<file path="src/rtl/count_display_mux.sv">
// count_display_mux
// Display stage for the 16-bit event counter. Scans four common-anode
// 7-segment digits showing the count in hex. The count is captured once per
// scan frame so every digit of a frame comes from the same value. A one-cycle
// terminal-count pulse is stretched into a decimal point that stays lit on
// digit 0 for one full frame.

module count_display_mux #(
  parameter int SCAN_DIV   = 50000,
  parameter bit ACTIVE_LOW = 1'b1,
  parameter bit BLANK_LZ   = 1'b1
) (
  input  logic        clk,
  input  logic        reset,
  input  logic [15:0] count_in,
  input  logic        tc_in,
  input  logic        hold,
  output logic [6:0]  seg,
  output logic        dp,
  output logic [3:0]  an
);

  // A one-cycle dwell still needs a one-bit prescaler so the compare is legal.
  localparam int PRE_W = (SCAN_DIV > 1) ? $clog2(SCAN_DIV) : 1;
  localparam logic [PRE_W-1:0] PRE_MAX = PRE_W'(SCAN_DIV - 1);

  // Reset image of the output registers: digit 0 selected, showing "0",
  // decimal point dark, expressed in the configured polarity.
  localparam logic [6:0] SEG_ZERO = 7'h3F;
  localparam logic [6:0] SEG_RST  = ACTIVE_LOW ? ~SEG_ZERO : SEG_ZERO;
  localparam logic [3:0] AN_RST   = ACTIVE_LOW ? 4'b1110 : 4'b0001;
  localparam logic       DP_RST   = ACTIVE_LOW ? 1'b1 : 1'b0;

  logic [PRE_W-1:0] pre;
  logic [1:0]       idx;
  logic [15:0]      snap;
  logic             dp_flag;
  logic             tc_sticky;

  logic             tick;
  logic             frame_wrap;
  logic [3:0]       nib;
  logic             blank;
  logic [6:0]       seg_pat;
  logic [3:0]       an_pat;
  logic             dp_pat;

  // Hex digit to active-high segment pattern {g,f,e,d,c,b,a}.
  function automatic logic [6:0] hex7(input logic [3:0] h);
    logic [6:0] p;
    p = 7'h00;
    case (h)
      4'h0: p = 7'h3F;
      4'h1: p = 7'h06;
      4'h2: p = 7'h5B;
      4'h3: p = 7'h4F;
      4'h4: p = 7'h66;
      4'h5: p = 7'h6D;
      4'h6: p = 7'h7D;
      4'h7: p = 7'h07;
      4'h8: p = 7'h7F;
      4'h9: p = 7'h6F;
      4'hA: p = 7'h77;
      4'hB: p = 7'h7C;
      4'hC: p = 7'h39;
      4'hD: p = 7'h5E;
      4'hE: p = 7'h79;
      4'hF: p = 7'h71;
      default: p = 7'h00;
    endcase
    return p;
  endfunction

  assign tick       = (pre == PRE_MAX);
  assign frame_wrap = tick && (idx == 2'd3);

  // Dwell prescaler: one tick every SCAN_DIV cycles.
  always_ff @(posedge clk or posedge reset) begin
    if (reset) begin
      pre <= '0;
    end else if (tick) begin
      pre <= '0;
    end else begin
      pre <= pre + PRE_W'(1);
    end
  end

  // Digit scan index, advancing once per dwell and wrapping naturally at 3.
  always_ff @(posedge clk or posedge reset) begin
    if (reset) begin
      idx <= 2'd0;
    end else if (tick) begin
      idx <= idx + 2'd1;
    end
  end

  // Frame snapshot of the count and the decimal-point flag; hold freezes both.
  always_ff @(posedge clk or posedge reset) begin
    if (reset) begin
      snap    <= 16'h0000;
      dp_flag <= 1'b0;
    end else if (frame_wrap && !hold) begin
      snap    <= count_in;
      dp_flag <= tc_sticky | tc_in;
    end
  end

  // Remember any terminal-count pulse until a loading frame wrap consumes it;
  // a pulse on the wrap edge itself is folded straight into dp_flag instead.
  always_ff @(posedge clk or posedge reset) begin
    if (reset) begin
      tc_sticky <= 1'b0;
    end else if (frame_wrap && !hold) begin
      tc_sticky <= 1'b0;
    end else if (tc_in) begin
      tc_sticky <= 1'b1;
    end
  end

  // Current nibble, leading-zero decision and active-high output patterns.
  always_comb begin
    nib   = 4'h0;
    blank = 1'b0;
    case (idx)
      2'd0: begin
        nib   = snap[3:0];
        blank = 1'b0;
      end
      2'd1: begin
        nib   = snap[7:4];
        blank = (snap[15:4] == 12'h000);
      end
      2'd2: begin
        nib   = snap[11:8];
        blank = (snap[15:8] == 8'h00);
      end
      default: begin
        nib   = snap[15:12];
        blank = (snap[15:12] == 4'h0);
      end
    endcase
    seg_pat = (BLANK_LZ && blank) ? 7'h00 : hex7(nib);
    an_pat  = 4'b0001 << idx;
    dp_pat  = (idx == 2'd0) && dp_flag;
  end

  // Output registers with the polarity inversion applied on the way in.
  always_ff @(posedge clk or posedge reset) begin
    if (reset) begin
      seg <= SEG_RST;
      an  <= AN_RST;
      dp  <= DP_RST;
    end else begin
      seg <= ACTIVE_LOW ? ~seg_pat : seg_pat;
      an  <= ACTIVE_LOW ? ~an_pat : an_pat;
      dp  <= ACTIVE_LOW ? ~dp_pat : dp_pat;
    end
  end

endmodule
</file>
<file path="config.mk">
export PLATFORM = sky130hd
export DESIGN_NAME = count_display_mux
export DESIGN_NICKNAME = d
export VERILOG_FILES = /design/src/rtl/count_display_mux.sv
export SDC_FILE = /design/constraint.sdc
export NUM_CORES = 1
export LEC_CHECK = 0
export ABC_AREA = 1
export BUFFER_PORTS_ARGS = -buffer_cell sky130_fd_sc_hd__buf_2
export CAP_MARGIN = 10
export CORE_MARGIN = 3
export CORE_UTILIZATION = 30
export DETAILED_ROUTE_END_ITERATION = 10
export GPL_TIMING_DRIVEN = 0
export HOLD_SLACK_MARGIN = 0.15
export PLACE_DENSITY = 0.54
export SYNTH_ARGS = -nofsm -noshare
export SYNTH_HDL_FRONTEND = slang
export SYNTH_SLANG_ARGS = --single-unit
</file>
<file path="constraint.sdc">
create_clock -name clk -period 1.9 [get_ports clk]
set_input_delay 0 -clock clk [delete_from_list [all_inputs] [get_ports clk]]
set_output_delay 0 -clock clk [all_outputs]
set_load 0.05 [all_outputs]
</file>
== Yosys cells after proc, flatten, opt, wreduce, memory -nomap -nowiden ==
Memory sizes are Yosys's and may differ from the RTL's.
Index checks and enable logic that the tools add are counted.
Cells by class
  add/sub/neg operators: 2
  $mul: 0
  div/mod/pow operators: 0
  $lt $le $gt $ge: 0
  equality and inequality tests: 4
  shifts and indexed selects: 1
  multiplexer cells: 6
  bitwise operators: 4
  reduce and logical (&&, ||, !) cells: 9
Operators with widths (count)
  adder 16 x 1 -> 16 bit (second input constant): 1
  equality test 16 bit (second input constant): 1
  two-way mux 16 bit: 1
  logical NOT 12 bit: 1
  case mux 4 bit (3 select lines): 1
  logical NOT 8 bit: 1
  two-way mux 7 bit: 1
  inverter 7 bit: 1
  equality test 2 bit (second input constant): 2
  logical NOT 4 bit: 1
  inverter 4 bit: 1
  << shifter 1 x 2 -> 4 bit (first input constant): 1
  logical AND 1 bit: 3
  case mux 1 bit (3 select lines): 1
  adder 2 x 1 -> 2 bit (second input constant): 1
  equality test 2 x 1 -> 1 bit (second input constant): 1
  logical NOT 2 bit: 1
  two-way mux 1 bit: 2
  nonzero test 2 bit: 1
  logical NOT 1 bit: 1
  inverter 1 bit: 1
  bitwise OR 1 bit: 1
Storage, ports and cells
  register bits after elaboration: 48
  bits in latches: 0
  RAM bits: 0
  bits in read-only memories: 112
  bits of input ports: 20
  output and inout bits: 12
  word-level logic and storage cells: 35
  memories: 1
Memories
  (no name shown): depth 16, bits a word 7, read ports 1, clocked after memory_dff 0, write ports 0, line 52  | case (h)

== Longest topological paths before layout ==
An unclocked memory read counts as a cell.
  word-level depth: 5
  gate-level depth with buffers: 12
  mapped depth without buffers: 12

== Least setup slack after synthesis ==
OpenSTA, ideal clock, no wires.
  kind: reg-to-reg
  start: register idx[0]
  end: register seg[3]
  setup time: 0.128 ns
  data arrival time: 1.938 ns
  required time: 1.772 ns
  slack: -0.167 ns
  stages on the path, launching flop included: 12
  path buffers: 0
  clock period less this slack: 2.067 ns
  cells stage by stage: dfrtp_1 -> inv_1 -> ha_1 -> nand2_1 -> nand2_1 -> o21ai_0 -> inv_1 -> ha_1 -> inv_1 -> nand2_1 -> nand3_1 -> nand3_1
On the way
  word-level cells in the longest chain between the ends: 5
  elaborated cells between the ends (all ways): 8
  classes of those cells: eq/ne (2); mux (3); bitwise (1); reduce/logical (1); memory (1)
RTL lines
  from (decl): line 35  | logic [1:0] idx;
  from (signal assigned): line 93  | idx <= idx + 2'd1;
  equality test 2 bit, or another cell as far along: line 124  | case (idx)
  case mux 4 bit (3 select lines): line 124
  memory (16 x 7 bit)
  two-way mux 7 bit (*): line 142  | seg_pat = (BLANK_LZ && blank) ? 7'h00 : hex7(nib);
  inverter 7 bit (*): line 154  | seg <= ACTIVE_LOW ? ~seg_pat : seg_pat;
  to (signal assigned): line 154
  to (decl): line 18  | output logic [6:0] seg,
Mark *: on every way between the ends. The rest lies on a longest branch, timed or not.
A chain may end at the register's enable or synchronous reset.

== Worst setup path in the final report ==
  start: register idx[1]
  end: register seg[3]
Same word-level chain as after synthesis.

==> impl_summary.md <==
Run status
The run finished with clean final reports.

Placement
The number of buffers inserted by port buffering is 31. At the end of routability-driven placement, the weighted congestion stood at 0.861. The HPWL reported at the end of detailed placement is 4.00 mm.

Drt
Wire segments on met2 add up to 2.54 mm in the final route. In the routed layout, each cell is associated on average with a via count of 4.48. The first detailed-routing pass took 5 iterations. The wire length per cell after detailed routing is 11.8 um.

The wire length on met1 is 2.90 mm. The met3 wire length is 169 um. The remaining routing DRC violations is 0. The via count is 2164. Wires add up to 5.70 mm. Routed signal wires occupy layers up through met4. The detail route stage leaves a number of antenna-violating nets equal to 0. The violation count after the first detailed-routing iteration is 83.

Synthesis
The number of synthesis warnings is 0. After synthesis, the mean cell area works out to 8.01 um2. The portion of the post-synthesis area used by sequential elements is 48.0%. When the netlist entered floorplanning its net count stood at 346. The register bit total from synthesis is 48. The post-synth design cell area is 2520 um2.

The cell count after synthesis came out at 314. In this run, distinct cell masters in the synthesized netlist total 29.

Clocking
The clock passes through at most 2 buffers. The number of buffers added by the clock tree synthesis step is 5. The clock latency at the later pin of the worst-skew pair is 0.31 ns. The H-tree was split into 2 levels. After clock tree synthesis, the clock-pin slew on the worst setup and hold paths is 0.10 ns.

The root buffer cell is sky130_fd_sc_hd__clkbuf_8. The clock tree from TritonCTS is done. The clock sink count is 48.

Layout
At the end of the flow, the number of nets in the layout was 412. The ratio of cells with drive above 1 in the final layout is 24.9%. The library cells used most frequently in the layout, excluding fill and tap cells, are sky130_fd_sc_hd__nand2_1 (97), sky130_fd_sc_hd__nand3_1 (41), sky130_fd_sc_hd__dfrtp_1 (41).

The number of antenna diodes in the final layout is 0. The commonest non-fill, non-tap cell in the layout is sky130_fd_sc_hd__nand2_1. Relative to the synthesized area, the layout overhead comes to 34.9%. The post-route core utilization is 42.8%.

STA
The pin slew with the least headroom to its limit is 0.442 ns. The number of endpoints failing setup at the final stage is 0. The relative slew slack is 70.5%.

The worst hold margin is 0.418 ns. The number of slew-limit violations in the final report is 0. Subtracting the final worst setup slack from the clock period gives 1.81 ns. The final number of hold-violating endpoints is 0. After layout, the worst path uses 95.2% of the clock period.

Derived from the worst setup path, the maximum achievable clock frequency is 553 MHz. For the final database, setup skew stands at 0.0102 ns.

Global route
The first global-routing pass estimated 9.89 mm of wire. The total grt overflow is 0. The initial antenna violation count was 0. The via count of the first global-routing pass is 2065. Entering global routing, the biggest net connects 40 pins.

In the global route stage, overall resource usage came out at 12.5%.

Worst setup path
The required time reported for the critical path endpoint is 2.09 ns. In this run the critical register-to-register path is launched from idx[1]. For the worst flop-to-flop path, the logic depth is 9. For this run, the slowest stage of the critical path takes 0.48 ns. The critical path goes through ha_4, inv_4, nor2_1, o21bai_4, ha_4, inv_1, nand2_1, nand3_1, nand3_1. The endpoint of the most critical register-to-register path is seg[3]. The endpoint of the most critical setup path is seg[3].

The startpoint kind of the worst setup timing path is a flop. The critical path is of the flop to flop type. In this run the worst path has a maximum fanout of 10. The worst endpoint data arrival time is 2.00 ns. The worst register-to-register path has a setup slack of 0.09 ns.

The slowest library cell on the worst path is sky130_fd_sc_hd__dfrtp_2. The worst setup path is captured at a flop. In this run the worst setup path begins at idx[1].

Power
Of the total power, registers draw 48.2%. The power share of the clock group is 48.2%. The leakage power of the design is 0.00173 uW. The net switching power is 397 uW. The fraction of power spent switching nets is 18.7%. The power density over cell area is 625 nW/um2. Across the VDD grid, the largest voltage drop is 0.295 mV.

The internal power of the cells totals 1720 uW. The power share of the combinational group is 3.6%.

Floorplan
The floorplan step defined a die boundary enclosing 9520 um2. The floorplan has 32 rows. The effective utilization at floorplan is 31.7%.

The count of boundary I/O pins is 32. The chip height is 97.6 um. The floorplan core area is 7930 um2. The die outline width is 97.6 um.

Worst hold path
The worst min-delay path category is flop to flop.

Run
The reported max-cap violation count is 0.
## registers in the layout, summed over array words and instances, names as in the netlist
| signal | cells |
|---|---|
| dp_flag | 1 |
| seg | 7 |
| tc_sticky | 1 |
| snap | 16 |
| pre | 16 |
| dp | 1 |
| idx | 2 |
| an | 4 |
## kinds of logic after synthesis
family	count (synthesis)	share of synthesized area, %
DFF	48	48.0
xor gates and xnor gates	11	3.83
AOI/OAI and AO/OA	11	2.54
buffers and inverters	37	6.17
and+or+nand+nor	195	33.5
adders and majority gates	12	5.97
## synth_stat cells (all sizes together)
cell,n,area [um2]
nand2,105,407
dfrtp,43,1080
nand3,42,210
nor2,32,133
inv,31,116
ha,12,150
xor2,10,87.6
nor3,7,35.0
o21ai,7,38.8
dfstp,5,131
buf,3,26.3
nand4,3,18.8
or2,3,18.8
a21oi,2,10.0
clkinv,2,8.75
nor3b,2,15.0
clkbuf,1,3.75
nor4,1,6.26
o21a,1,7.51
o21bai,1,7.51
xnor2,1,8.76
## final cells by class
cell class / instances / area (um2)
clock inverters: 3 / 90.1
clock buffers: 5 / 68.8
well taps: 102 / 128
fillers: 797 / 4530
multi-input cells: 229 / 1300
plain buffers: 4 / 31.3
inverters: 33 / 133
repair buffers: 59 / 432
flip-flops and latches: 48 / 1210
## stage by stage
step | area, um2 | total power, uW | instances | TNS (ns) | worst slack [ns]
2_1_floorplan | 2520 | 1060 | 314 | 0 | 0.0362
3_3_place_gp | 2800 | 1080 | 447 | -1.32 | -0.245
3_5_place_dp | 2820 | 1090 | 448 | -1.39 | -0.249
4_1_cts | 3220 | 2150 | 478 | -0.00240 | -0.00240
5_1_grt | 3390 | 2210 | 483 | -0.0299 | -0.0299
6_report | 3390 | 2120 | 483 | 0 | 0.0913
## per-layer routing
metal / GRT usage (%) / up-vias
li1: - / 1123
met1: 18.0 / 998
met2: 18.8 / 37
met3: 2.23 / 6
met4: 4.47 / 0
met5: 0 / -
## worst min path at each step
| stage | start | end | slack [ns] | cells past startpoint |
|---|---|---|---|---|
| 6_report | dp_flag | dp | 0.42 | 1 |
| 5_1_grt | dp_flag | dp | 0.45 | 1 |
| 4_1_cts | dp_flag | dp | 0.43 | 1 |
| 3_5_place_dp | reset | an[0] | -0.06 | 2 |
| 3_3_place_gp | count_in[12] | snap[12] | 0.23 | 3 |
| 2_1_floorplan | count_in[0] | snap[0] | 0.14 | 2 |
## critical path: cells and delay by family (launching register included)
family                   cells  cell delay [ns]
buffers and inverters        2             0.10
flip-flops                   1             0.48
adder cells (fa/ha/maj)      2             0.40
AO/OA/AOI/OAI                1             0.23
AND/OR/NAND/NOR              4             0.46
## power by group through the flow
stage | clock network (uW) | logic (uW) | registers [uW]
3_5_place_dp | 0 | 47.2 | 1040
2_1_floorplan | 0 | 15.1 | 1040
4_1_cts | 1050 | 78.0 | 1020
3_3_place_gp | 0 | 40.3 | 1040
6_report | 1020 | 76.4 | 1020
5_1_grt | 1100 | 87.2 | 1020
## timing repair
action	4_1_cts	5_1_grt
hold buffers	20	0
cloned	0	0
setup endpoints to repair	7	18
buffers inserted	2	5
pin swaps	1	10
endpoints found under the hold margin	66	0
gates resized for setup	7	35
(Power assumes the default switching activity.)
